===== config.mk =====
export PLATFORM = sky130hd
export DESIGN_NAME = pipe_stage_elastic_flat
export DESIGN_NICKNAME = d
export VERILOG_FILES = /design/src/rtl/pipe_stage_elastic_pkg.sv /design/src/rtl/pipe_stage_elastic_if.sv /design/src/rtl/pipe_stage_elastic_bubcnt.sv /design/src/rtl/pipe_stage_elastic.sv /design/src/flat_wrapper.sv
export SDC_FILE = /design/constraint.sdc
export NUM_CORES = 1
export LEC_CHECK = 0
export BUFFER_PORTS_ARGS = -buffer_cell sky130_fd_sc_hd__buf_2
export CORE_MARGIN = 1
export CORE_UTILIZATION = 48
export CTS_BUF_LIST = sky130_fd_sc_hd__clkbuf_16
export CTS_CLUSTER_SIZE = 24
export DETAILED_ROUTE_END_ITERATION = 8
export HOLD_SLACK_MARGIN = 0.15
export PLACE_DENSITY = 0.87
export SLEW_MARGIN = 10
export SYNTH_ARGS = -nofsm -noshare
export SYNTH_HDL_FRONTEND = slang
export SYNTH_SLANG_ARGS = --single-unit

===== constraint.sdc =====
create_clock -name dclk -period 1.6 [get_ports dclk]
set_input_delay 0.24 -clock dclk [delete_from_list [all_inputs] [get_ports dclk]]
set_output_delay 0.24 -clock dclk [all_outputs]
set_load 0.005 [all_outputs]

===== src/rtl/pipe_stage_elastic_pkg.sv =====
// Shared definitions for the elastic pipeline stage.
//   stl_e        : staller command encoding (GO/STALL/BUBBLE, 11 reserved)
//   cmd_e        : decoded command after folding the reserved code into STALL
//   stl_decode() : maps a raw 2-bit staller command onto cmd_e
package pipe_stage_elastic_pkg;

  typedef enum logic [1:0] {
    STL_GO     = 2'b00,
    STL_STALL  = 2'b01,
    STL_BUBBLE = 2'b10,
    STL_RSVD   = 2'b11
  } stl_e;

  typedef enum logic [1:0] {
    CMD_GO,
    CMD_STALL,
    CMD_BUBBLE
  } cmd_e;

  localparam int unsigned OCC_W = 2;

  // The reserved code behaves exactly like STALL.
  function automatic cmd_e stl_decode(input logic [1:0] stl);
    case (stl)
      STL_GO:     return CMD_GO;
      STL_BUBBLE: return CMD_BUBBLE;
      default:    return CMD_STALL;
    endcase
  endfunction

endpackage


===== src/rtl/pipe_stage_elastic_if.sv =====
// Valid/ready payload channel used on both sides of the elastic stage.
//   valid : sender has a payload
//   data  : payload, DATA_W bits
//   ready : receiver accepts this cycle
// master = sending side, slave = receiving side.
interface pipe_stage_elastic_if #(
  parameter int unsigned DATA_W = 72
) ();

  logic              valid;
  logic [DATA_W-1:0] data;
  logic              ready;

  modport master (
    output valid,
    output data,
    input  ready
  );

  modport slave (
    input  valid,
    input  data,
    output ready
  );

endinterface


===== src/rtl/pipe_stage_elastic_bubcnt.sv =====
// Saturating event counter used for the bubble statistics.
//   clk_i : clock
//   rst_i : synchronous active-high reset, clears the count
//   inc_i : count one event this cycle
//   cnt_o : current count, sticks at all-ones
module pipe_stage_elastic_bubcnt #(
  parameter int unsigned CNT_W = 16
) (
  input  logic             clk_i,
  input  logic             rst_i,
  input  logic             inc_i,
  output logic [CNT_W-1:0] cnt_o
);

  logic [CNT_W-1:0] cnt_q;
  logic [CNT_W-1:0] cnt_d;

  always_comb begin
    cnt_d = cnt_q;
    if (inc_i && (cnt_q != '1)) begin
      cnt_d = cnt_q + CNT_W'(1);
    end
  end

  always_ff @(posedge clk_i) begin
    if (rst_i) begin
      cnt_q <= '0;
    end else begin
      cnt_q <= cnt_d;
    end
  end

  assign cnt_o = cnt_q;

endmodule


===== src/rtl/pipe_stage_elastic.sv =====
// Elastic pipeline-stage register between EX/MEM/WB.
// Carries an opaque payload, obeys the staller's Go/Stall/Bubble command and
// adds a valid/ready handshake with an optional two-entry skid buffer.
//   dclk      : clock, rising edge
//   rst       : synchronous active-high reset
//   stl_i     : staller command (GO / STALL / BUBBLE, 11 = STALL)
//   up_if     : producer channel (valid_i, data_i in; ready_o out)
//   dn_if     : consumer channel (valid_o, data_o out; ready_i in)
//   occ_o     : entries held (0..2)
//   bub_cnt_o : saturating count of BUBBLE cycles since reset
module pipe_stage_elastic
  import pipe_stage_elastic_pkg::*;
#(
  parameter int unsigned       DATA_W    = 72,
  parameter logic [DATA_W-1:0] NOP_VALUE = '0,
  parameter bit                SKID      = 1'b1,
  parameter int unsigned       CNT_W     = 16
) (
  input  logic                 dclk,
  input  logic                 rst,
  input  logic [1:0]           stl_i,
  pipe_stage_elastic_if.slave  up_if,
  pipe_stage_elastic_if.master dn_if,
  output logic [OCC_W-1:0]     occ_o,
  output logic [CNT_W-1:0]     bub_cnt_o
);

  logic              valid_i;
  logic [DATA_W-1:0] data_i;
  logic              ready_i;
  logic              ready_o;
  logic              valid_o;
  logic [DATA_W-1:0] data_o;

  assign valid_i     = up_if.valid;
  assign data_i      = up_if.data;
  assign ready_i     = dn_if.ready;
  assign up_if.ready = ready_o;
  assign dn_if.valid = valid_o;
  assign dn_if.data  = data_o;

  cmd_e cmd;
  logic cmd_go;
  logic cmd_bubble;

  assign cmd        = stl_decode(stl_i);
  assign cmd_go     = (cmd == CMD_GO);
  assign cmd_bubble = (cmd == CMD_BUBBLE);

  logic              main_v_q, main_v_d;
  logic [DATA_W-1:0] main_d_q, main_d_d;
  logic              skid_v_q, skid_v_d;
  logic [DATA_W-1:0] skid_d_q, skid_d_d;

  logic push;
  logic pop;

  // With the skid buffer, ready depends only on registered state; the
  // staller gate is the only combinational term.
  always_comb begin
    if (SKID) begin
      ready_o = cmd_go && !skid_v_q;
    end else begin
      ready_o = cmd_go && (!main_v_q || ready_i);
    end
  end

  assign valid_o = cmd_go && main_v_q;
  assign data_o  = main_v_q ? main_d_q : NOP_VALUE;
  assign push    = valid_i && ready_o;
  assign pop     = valid_o && ready_i;
  assign occ_o   = {1'b0, main_v_q} + {1'b0, skid_v_q};

  always_comb begin
    main_v_d = main_v_q;
    main_d_d = main_d_q;
    skid_v_d = skid_v_q;
    skid_d_d = skid_d_q;
    if (cmd_bubble) begin
      main_v_d = 1'b0;
      main_d_d = NOP_VALUE;
      skid_v_d = 1'b0;
    end else if (cmd_go) begin
      if (SKID) begin
        // A full skid implies ready_o=0, so a skid refill never races a push.
        if (pop && skid_v_q) begin
          main_d_d = skid_d_q;
          skid_v_d = 1'b0;
        end else if (push && (!main_v_q || pop)) begin
          main_v_d = 1'b1;
          main_d_d = data_i;
        end else if (push) begin
          skid_v_d = 1'b1;
          skid_d_d = data_i;
        end else if (pop) begin
          main_v_d = 1'b0;
        end
      end else begin
        if (push) begin
          main_v_d = 1'b1;
          main_d_d = data_i;
        end else if (pop) begin
          main_v_d = 1'b0;
        end
      end
    end
  end

  always_ff @(posedge dclk) begin
    if (rst) begin
      main_v_q <= 1'b0;
      main_d_q <= NOP_VALUE;
    end else begin
      main_v_q <= main_v_d;
      main_d_q <= main_d_d;
    end
  end

  if (SKID) begin : g_skid
    always_ff @(posedge dclk) begin
      if (rst) begin
        skid_v_q <= 1'b0;
        skid_d_q <= NOP_VALUE;
      end else begin
        skid_v_q <= skid_v_d;
        skid_d_q <= skid_d_d;
      end
    end
  end else begin : g_no_skid
    assign skid_v_q = 1'b0;
    assign skid_d_q = NOP_VALUE;
  end

  pipe_stage_elastic_bubcnt #(
    .CNT_W(CNT_W)
  ) u_bubcnt (
    .clk_i (dclk),
    .rst_i (rst),
    .inc_i (cmd_bubble),
    .cnt_o (bub_cnt_o)
  );

endmodule

===== src/flat_wrapper.sv =====
// flat-port wrapper written by rule: the top's interface ports become plain ports
module pipe_stage_elastic_flat import pipe_stage_elastic_pkg::*;
#(
  parameter int unsigned       DATA_W    = 72,
  parameter logic [DATA_W-1:0] NOP_VALUE = '0,
  parameter bit                SKID      = 1'b1,
  parameter int unsigned       CNT_W     = 16
)
  (dclk, rst, stl_i, occ_o, bub_cnt_o, up_if_valid, up_if_data, up_if_ready, dn_if_valid, dn_if_data, dn_if_ready);
  pipe_stage_elastic_if #(.DATA_W(DATA_W)) up_if_i ();
  pipe_stage_elastic_if #(.DATA_W(DATA_W)) dn_if_i ();
  input  logic dclk;
  input  logic rst;
  input  logic [1:0] stl_i;
  output logic [OCC_W-1:0] occ_o;
  output logic [CNT_W-1:0] bub_cnt_o;
  input wire logic [$bits(up_if_i.valid)-1:0] up_if_valid;
  input wire logic [$bits(up_if_i.data)-1:0] up_if_data;
  output wire logic [$bits(up_if_i.ready)-1:0] up_if_ready;
  output wire logic [$bits(dn_if_i.valid)-1:0] dn_if_valid;
  output wire logic [$bits(dn_if_i.data)-1:0] dn_if_data;
  input wire logic [$bits(dn_if_i.ready)-1:0] dn_if_ready;
  assign up_if_i.valid = up_if_valid;
  assign up_if_i.data = up_if_data;
  assign up_if_ready = up_if_i.ready;
  assign dn_if_valid = dn_if_i.valid;
  assign dn_if_data = dn_if_i.data;
  assign dn_if_i.ready = dn_if_ready;
  pipe_stage_elastic #(.DATA_W(DATA_W), .NOP_VALUE(NOP_VALUE), .SKID(SKID), .CNT_W(CNT_W)) u_core (.dclk(dclk), .rst(rst), .stl_i(stl_i), .up_if(up_if_i), .dn_if(dn_if_i), .occ_o(occ_o), .bub_cnt_o(bub_cnt_o));
endmodule

## After elaboration in Yosys (flattened, before gate mapping)

Cells that the tools add are included.

| storage, ports and cells | value |
|---|---|
| ROM bits | 0 |
| bits in latches | 0 |
| bits of input ports | 78 |
| output and inout port bits | 92 |
| word-level logic and storage cells | 45 |
| RAM bits | 0 |
| register bits after elaboration | 162 |
| memories | 0 |

| operators by class | value |
|---|---|
| $mul | 0 |
| divide/modulo/power cells | 0 |
| reductions and logical operators | 20 |
| magnitude comparators | 0 |
| mux-type cells | 10 |
| add/subtract/negate cells | 2 |
| bitwise gates (word level) | 3 |
| eq/ne operators | 5 |
| shifts and indexed selects | 0 |

Operators by type and width:

| operator | number |
|---|---|
| $mux 72 | 3 |
| $add 16x1->16 const B | 1 |
| $ne 16x16->1 const B | 1 |
| $logic_and 1x1->1 | 7 |
| $mux 1 | 6 |
| $reduce_bool 2->1 | 3 |
| $reduce_and 5->1 | 1 |
| $eq 2x2->1 const B | 2 |
| $logic_not 2->1 | 2 |
| $pmux 2 s2 | 1 |
| $reduce_and 4->1 | 1 |
| $not 1->1 | 3 |
| $reduce_and 3->1 | 1 |
| $add 1x1->2 | 1 |
| $logic_not 1->1 | 2 |
| $ne 2x1->1 const B | 1 |
| $ne 2x2->1 const B | 1 |
| $reduce_and 2->1 | 1 |
| $reduce_or 2->1 | 1 |
| $logic_or 1x1->1 | 1 |

## Logic depth before layout (Yosys ltp)

| depth | value |
|---|---|
| depth in word-level cells | 9 |
| depth in mapped cells | 7 |

## Hierarchy

A second synthesis with hierarchy kept.

| unflattened totals | value |
|---|---|
| cell total of the unflattened synthesis | 976 |
| area total of the unflattened synthesis | 8141.6 um2 |

Modules (own cells, without submodules):

| module | area an instance (um2) | times used | cells each |
|---|---|---|---|
| pipe_stage_elastic | 7293.2 | 1 | 877 |
| pipe_stage_elastic_bubcnt | 848.3 | 1 | 99 |

## Worst setup path before layout

OpenSTA, ideal clock, no wires.

| path | value |
|---|---|
| path kind | register to register |
| start point | register u_core.u_bubcnt.cnt_q[0] (netlist: u_core.u_bubcnt.cnt_o[0]) |
| end point | register u_core.u_bubcnt.cnt_q[1] (netlist: u_core.u_bubcnt.cnt_o[1]) |
| clock period less this slack | 1.693 ns |
| path slack | -0.093 ns |
| setup time | 0.128 ns |
| data required time | 1.472 ns |
| stages on the path, launching flop included | 8 |
| arrival | 1.566 ns |
| cell sequence | dfxtp_1 ha_1 nand4_1 o41ai_4 buf_6 buf_12 mux2i_1 nor2_1 |

| between the ends | value |
|---|---|
| cells in the longest elaborated chain, start to end | 2 |
| elaborated cells between the ends (all ways) | 3 |
| those cells by class | add/sub (1); eq/ne (1); reduce/logical (1) |

Ends and longest elaborated chain:

| what | line | RTL |
|---|---|---|
| from (decl) | pipe_stage_elastic_bubcnt.sv:15 | `logic [CNT_W-1:0] cnt_q;` |
| from (signal assigned) | pipe_stage_elastic_bubcnt.sv:29 | `cnt_q <= cnt_d;` |
| branches (longest 2 deep; another with $add 16x1->16) | -- |  |

Several ways; the timed one is not identified.
A chain may end at the register's enable or synchronous reset.

## Worst setup path after layout

| path | value |
|---|---|
| start point | register u_core.u_bubcnt.cnt_q[0] (netlist: u_core.u_bubcnt.cnt_o[0]) |
| end point | register u_core.u_bubcnt.cnt_q[14] (netlist: u_core.u_bubcnt.cnt_o[14]) |

The elaborated chain is that of the path after synthesis.

==> flow_results.xml <==
<?xml version="1.0" encoding="UTF-8"?>
<metrics>
  <group name="route">
    <metric name="detail-route-antenna-nets" unit="">0</metric>
    <metric name="finalWirelength" unit="mm">24.8</metric>
    <metric name="routed_via_density" unit="">5.86</metric>
    <metric name="avgRoutedWirePerCell" unit="um">18.4</metric>
    <metric name="drc_violations_left" unit="">0</metric>
    <metric name="via_count" unit="">7928</metric>
    <metric name="drt_first_pass_iters" unit="">7</metric>
    <metric name="drt_iter0_drc" unit="">1091</metric>
  </group>
  <group name="setup_path">
    <metric name="worst-r2r-setup-slack" unit="ns">-0.08</metric>
    <metric name="max_stage_delay" unit="ns">0.37</metric>
    <metric name="cpLargestDelayFamily" unit="">simple AND/OR/NAND/NOR gates</metric>
    <metric name="crit-reg2reg-launch" unit="">u_core.u_bubcnt.cnt_o[0]</metric>
    <metric name="crit_path_end_kind" unit="">flip-flop</metric>
    <metric name="critical_path.max_fanout" unit="">5</metric>
    <metric name="critical_path.reg2reg.endpoint" unit="">u_core.u_bubcnt.cnt_o[14]</metric>
    <metric name="worst_r2r_path_depth" unit="">5</metric>
    <metric name="path_cells" unit="">ha_4, and4_4, o211ai_1, nor4_2, mux2_2</metric>
    <metric name="slowest_cell_on_the_critical_path" unit="">sky130_fd_sc_hd__mux2_2</metric>
    <metric name="critPathArrivalTime" unit="ns">1.99</metric>
    <metric name="crit_type" unit="">flip-flop to flip-flop</metric>
    <metric name="worst-path-buf-inv" unit="">0</metric>
    <metric name="setup.worst_path.start_class" unit="">flip-flop</metric>
    <metric name="worst_setup_path_endpoint" unit="">u_core.u_bubcnt.cnt_o[14]</metric>
    <metric name="critPathLaunch" unit="">u_core.u_bubcnt.cnt_o[0]</metric>
    <metric name="crit_cells" unit="">5</metric>
    <metric name="cp.required" unit="ns">1.91</metric>
  </group>
  <group name="clock_tree">
    <metric name="cts_max_path_buffers" unit="">2</metric>
    <metric name="tritoncts_num_sinks" unit="">162</metric>
    <metric name="cts_root_buffer" unit="">sky130_fd_sc_hd__clkbuf_16</metric>
    <metric name="clk_latency" unit="ns">0.43</metric>
    <metric name="h-tree-depth" unit="">4</metric>
    <metric name="cts_made_buffers" unit="">17</metric>
    <metric name="clock_tree_from_tritoncts" unit="">done</metric>
    <metric name="worst_setup_hold_path_clk_slew" unit="ns">0.06</metric>
  </group>
  <group name="cells_and_area">
    <metric name="fill_cells" unit="">938</metric>
    <metric name="final_layout_size_suffix_gt1_share" unit="%">27.7</metric>
    <metric name="design.final.nets" unit="">1240</metric>
    <metric name="areaGrowthSynthToFinish" unit="%">47.5</metric>
  </group>
  <group name="logic_synthesis">
    <metric name="synth.net_count" unit="">984</metric>
    <metric name="synthFlopType" unit="">sky130_fd_sc_hd__dfxtp_1</metric>
    <metric name="ys_top_cells_by_area" unit="">sky130_fd_sc_hd__dfxtp_1 (47%), sky130_fd_sc_hd__nand2_1 (16%), sky130_fd_sc_hd__and2_1 (6.8%), sky130_fd_sc_hd__a31oi_1 (6.6%), sky130_fd_sc_hd__a21oi_1 (6.2%)</metric>
    <metric name="synth-seq-area-share" unit="%">47.3</metric>
    <metric name="synthesis.instances" unit="">904</metric>
    <metric name="synth-seq-cells" unit="">162</metric>
    <metric name="synth_top_cell_area_share" unit="%">47.3</metric>
    <metric name="synth_warnings" unit="">0</metric>
    <metric name="synth_edf_count" unit="">0</metric>
    <metric name="syn-cell-area" unit="um^2">6850</metric>
    <metric name="ys_types" unit="">37</metric>
    <metric name="post-synth-top-count-cell" unit="">sky130_fd_sc_hd__nand2_1</metric>
    <metric name="synthArstFlopShare" unit="%">0</metric>
    <metric name="post_synth.cell_area_avg" unit="um^2">7.58</metric>
    <metric name="post_synth_most_frequent_cells" unit="">sky130_fd_sc_hd__nand2_1 (297), sky130_fd_sc_hd__dfxtp_1 (162), sky130_fd_sc_hd__a21oi_1 (85)</metric>
    <metric name="synthDominantAreaCellType" unit="">sky130_fd_sc_hd__dfxtp_1</metric>
  </group>
  <group name="floorplan">
    <metric name="floorplan.die_area" unit="um^2">14800</metric>
    <metric name="fp.dieH" unit="um">121</metric>
    <metric name="die_width" unit="um">121</metric>
    <metric name="initial_core_util" unit="%">49.4</metric>
    <metric name="io_pins" unit="">170</metric>
    <metric name="std_cell_rows" unit="">43</metric>
    <metric name="placeableCoreArea" unit="um^2">13900</metric>
  </group>
  <group name="global_routing">
    <metric name="antenna_found_initial" unit="">1</metric>
    <metric name="grt_util_all_layers" unit="%">29.8</metric>
    <metric name="grt_start_max_net_pins" unit="">91</metric>
    <metric name="grt_pass1_vias" unit="">7164</metric>
    <metric name="grt.overflow.total" unit="">0</metric>
    <metric name="grt_first_pass_wirelength" unit="mm">34.1</metric>
  </group>
  <group name="min_path">
    <metric name="min-delay-path-class" unit="">primary input to flip-flop</metric>
  </group>
  <group name="sta">
    <metric name="whs" unit="ns">0.182</metric>
    <metric name="layout_setup_ws" unit="ns">-0.0782</metric>
    <metric name="max-slew-margin-rel" unit="%">68.9</metric>
    <metric name="clock_skew" unit="ns">0.00813</metric>
    <metric name="period_needed" unit="ns">1.68</metric>
    <metric name="grt_setup_unrepaired" unit="">true</metric>
    <metric name="final-max-slew-violation-count" unit="">0</metric>
    <metric name="finalCritPeriodShare" unit="%">105</metric>
    <metric name="max_clock_freq" unit="MHz">596</metric>
    <metric name="timing.final.setup_violations" unit="">49</metric>
    <metric name="max_slew.worst_pin.slew" unit="ns">0.464</metric>
    <metric name="finalHoldViolCount" unit="">0</metric>
  </group>
  <group name="pwr">
    <metric name="irDropWorstVdd" unit="uV">660</metric>
    <metric name="p_per_area" unit="nW/um^2">898</metric>
    <metric name="p_leak" unit="nW">4.28</metric>
  </group>
  <group name="run_status">
    <metric name="violations" unit="">negative setup slack</metric>
    <metric name="run_status" unit="">finished with violations</metric>
  </group>
  <group name="flow_run">
    <metric name="max_cap_viol_count" unit="">0</metric>
  </group>
  <group name="placed_design">
    <metric name="gp_congestion" unit="">0.835</metric>
    <metric name="portBuffers" unit="">169</metric>
    <metric name="dp_hpwl" unit="mm">11.6</metric>
    <metric name="pre_cts_ws" unit="ns">-0.108</metric>
  </group>
</metrics>
-- repair_timing --
action                                 in CTS  in global routing
resized for setup                          12                 84
pin swaps                                   3                  6
endpoints found under the hold margin     144                  0
hold buffers                               72                  0
setup endpoints to repair                  70                 87
gates cloned                                3                  9
buffers inserted                            5                  9
-- layer usage --
metal | global-route usage, % | wire length, um | vias up
met1 | 33.0 | 9490 | 3669
met2 | 52.4 | 12200 | 564
li1 | - | - | 3569
met5 | 0 | 0 | -
met3 | 7.14 | 2250 | 126
met4 | 15.7 | 931 | 0
-- how the worst min path moves through the flow --
stage                                    from                  end  depth (start not counted)
after floorplan                 up_if_data[0]   u_core.skid_d_q[0]                          2
final                             dn_if_ready      u_core.main_v_q                          4
after global routing              up_if_valid      u_core.skid_v_q                          3
after global placement    u_core.skid_d_q[42]  u_core.skid_d_q[42]                          2
after detailed placement  u_core.skid_d_q[42]  u_core.skid_d_q[42]                          2
after CTS                         up_if_valid      u_core.skid_v_q                          3
-- final cells by class --
class | instances | area, um^2 | area share (%)
clock inverter | 12 | 153 | 1.51
tap | 180 | 225 | 2.23
antenna | 2 | 5.00 | 0.0495
clock buffer | 17 | 425 | 4.21
inverter | 1 | 3.75 | 0.0371
sequential | 162 | 3260 | 32.3
multi-input combinational | 668 | 3470 | 34.4
timing repair buffer | 310 | 2560 | 25.3
-- worst register-to-register path: stages, from the launching register on --
cell	delay (ns)
sky130_fd_sc_hd__dfxtp_2	0.36
sky130_fd_sc_hd__ha_4	0.15
sky130_fd_sc_hd__and4_4	0.23
sky130_fd_sc_hd__o211ai_1	0.19
sky130_fd_sc_hd__nor4_2	0.27
sky130_fd_sc_hd__mux2_2	0.37
-- kinds of logic after synthesis --
logic type               count (synthesis)  synth area share, %
AND/OR/NAND/NOR                        416                 27.2
AO/OA/AOI/OAI                          247                 20.1
flip-flops                             162                 47.3
buffers and inverters                   74                 4.56
multiplexers                             2                0.310
adder cells (fa/ha/maj)                  2                0.365
XOR/XNOR                                 1                0.128
-- state kept, by name, indices dropped and copies added, names as in the netlist --
register and count:
u_core.u_bubcnt.cnt_o 16, u_core.skid_d_q 72, u_core.main_v_q 1, u_core.skid_v_q 1
u_core.main_d_q 72
-- power breakdown --
group          internal (mW)  switching (mW)  total [mW]
Clock                   2.54            1.57        4.11
Sequential              4.11          0.0491        4.16
Combinational          0.409           0.393       0.802
-- stage by stage --
stage	utilization [%]	cells	area (um^2)	TNS, ns	power [mW]
final	72.8	1352	10100	-0.744	9.08
after global routing	72.8	1351	10100	-4.43	9.32
after CTS	69.3	1332	9620	-2.67	8.95
after detailed placement	58.7	1223	8140	-1.55	4.74
after global placement	58.7	1223	8140	-0.0324	4.72
after floorplan	-	904	6860	-0.0101	4.48
-- placed cells by master, fill, tap and decap left out, types with 24 or more instances in the layout --
master | Yosys | layout
sky130_fd_sc_hd__a31oi_1 | 72 | 70
sky130_fd_sc_hd__o21ai_0 | 51 | 25
sky130_fd_sc_hd__nand2_1 | 297 | 296
sky130_fd_sc_hd__buf_4 | 0 | 33
sky130_fd_sc_hd__clkbuf_16 | 0 | 24
sky130_fd_sc_hd__dfxtp_1 | 162 | 149
sky130_fd_sc_hd__dlygate4sd3_1 | 0 | 72
sky130_fd_sc_hd__and2_4 | 0 | 25
sky130_fd_sc_hd__o21ai_1 | 28 | 53
sky130_fd_sc_hd__buf_2 | 9 | 166
sky130_fd_sc_hd__a21oi_1 | 85 | 83
sky130_fd_sc_hd__and2_1 | 75 | 50
Power figures use the tool's default switching activity.
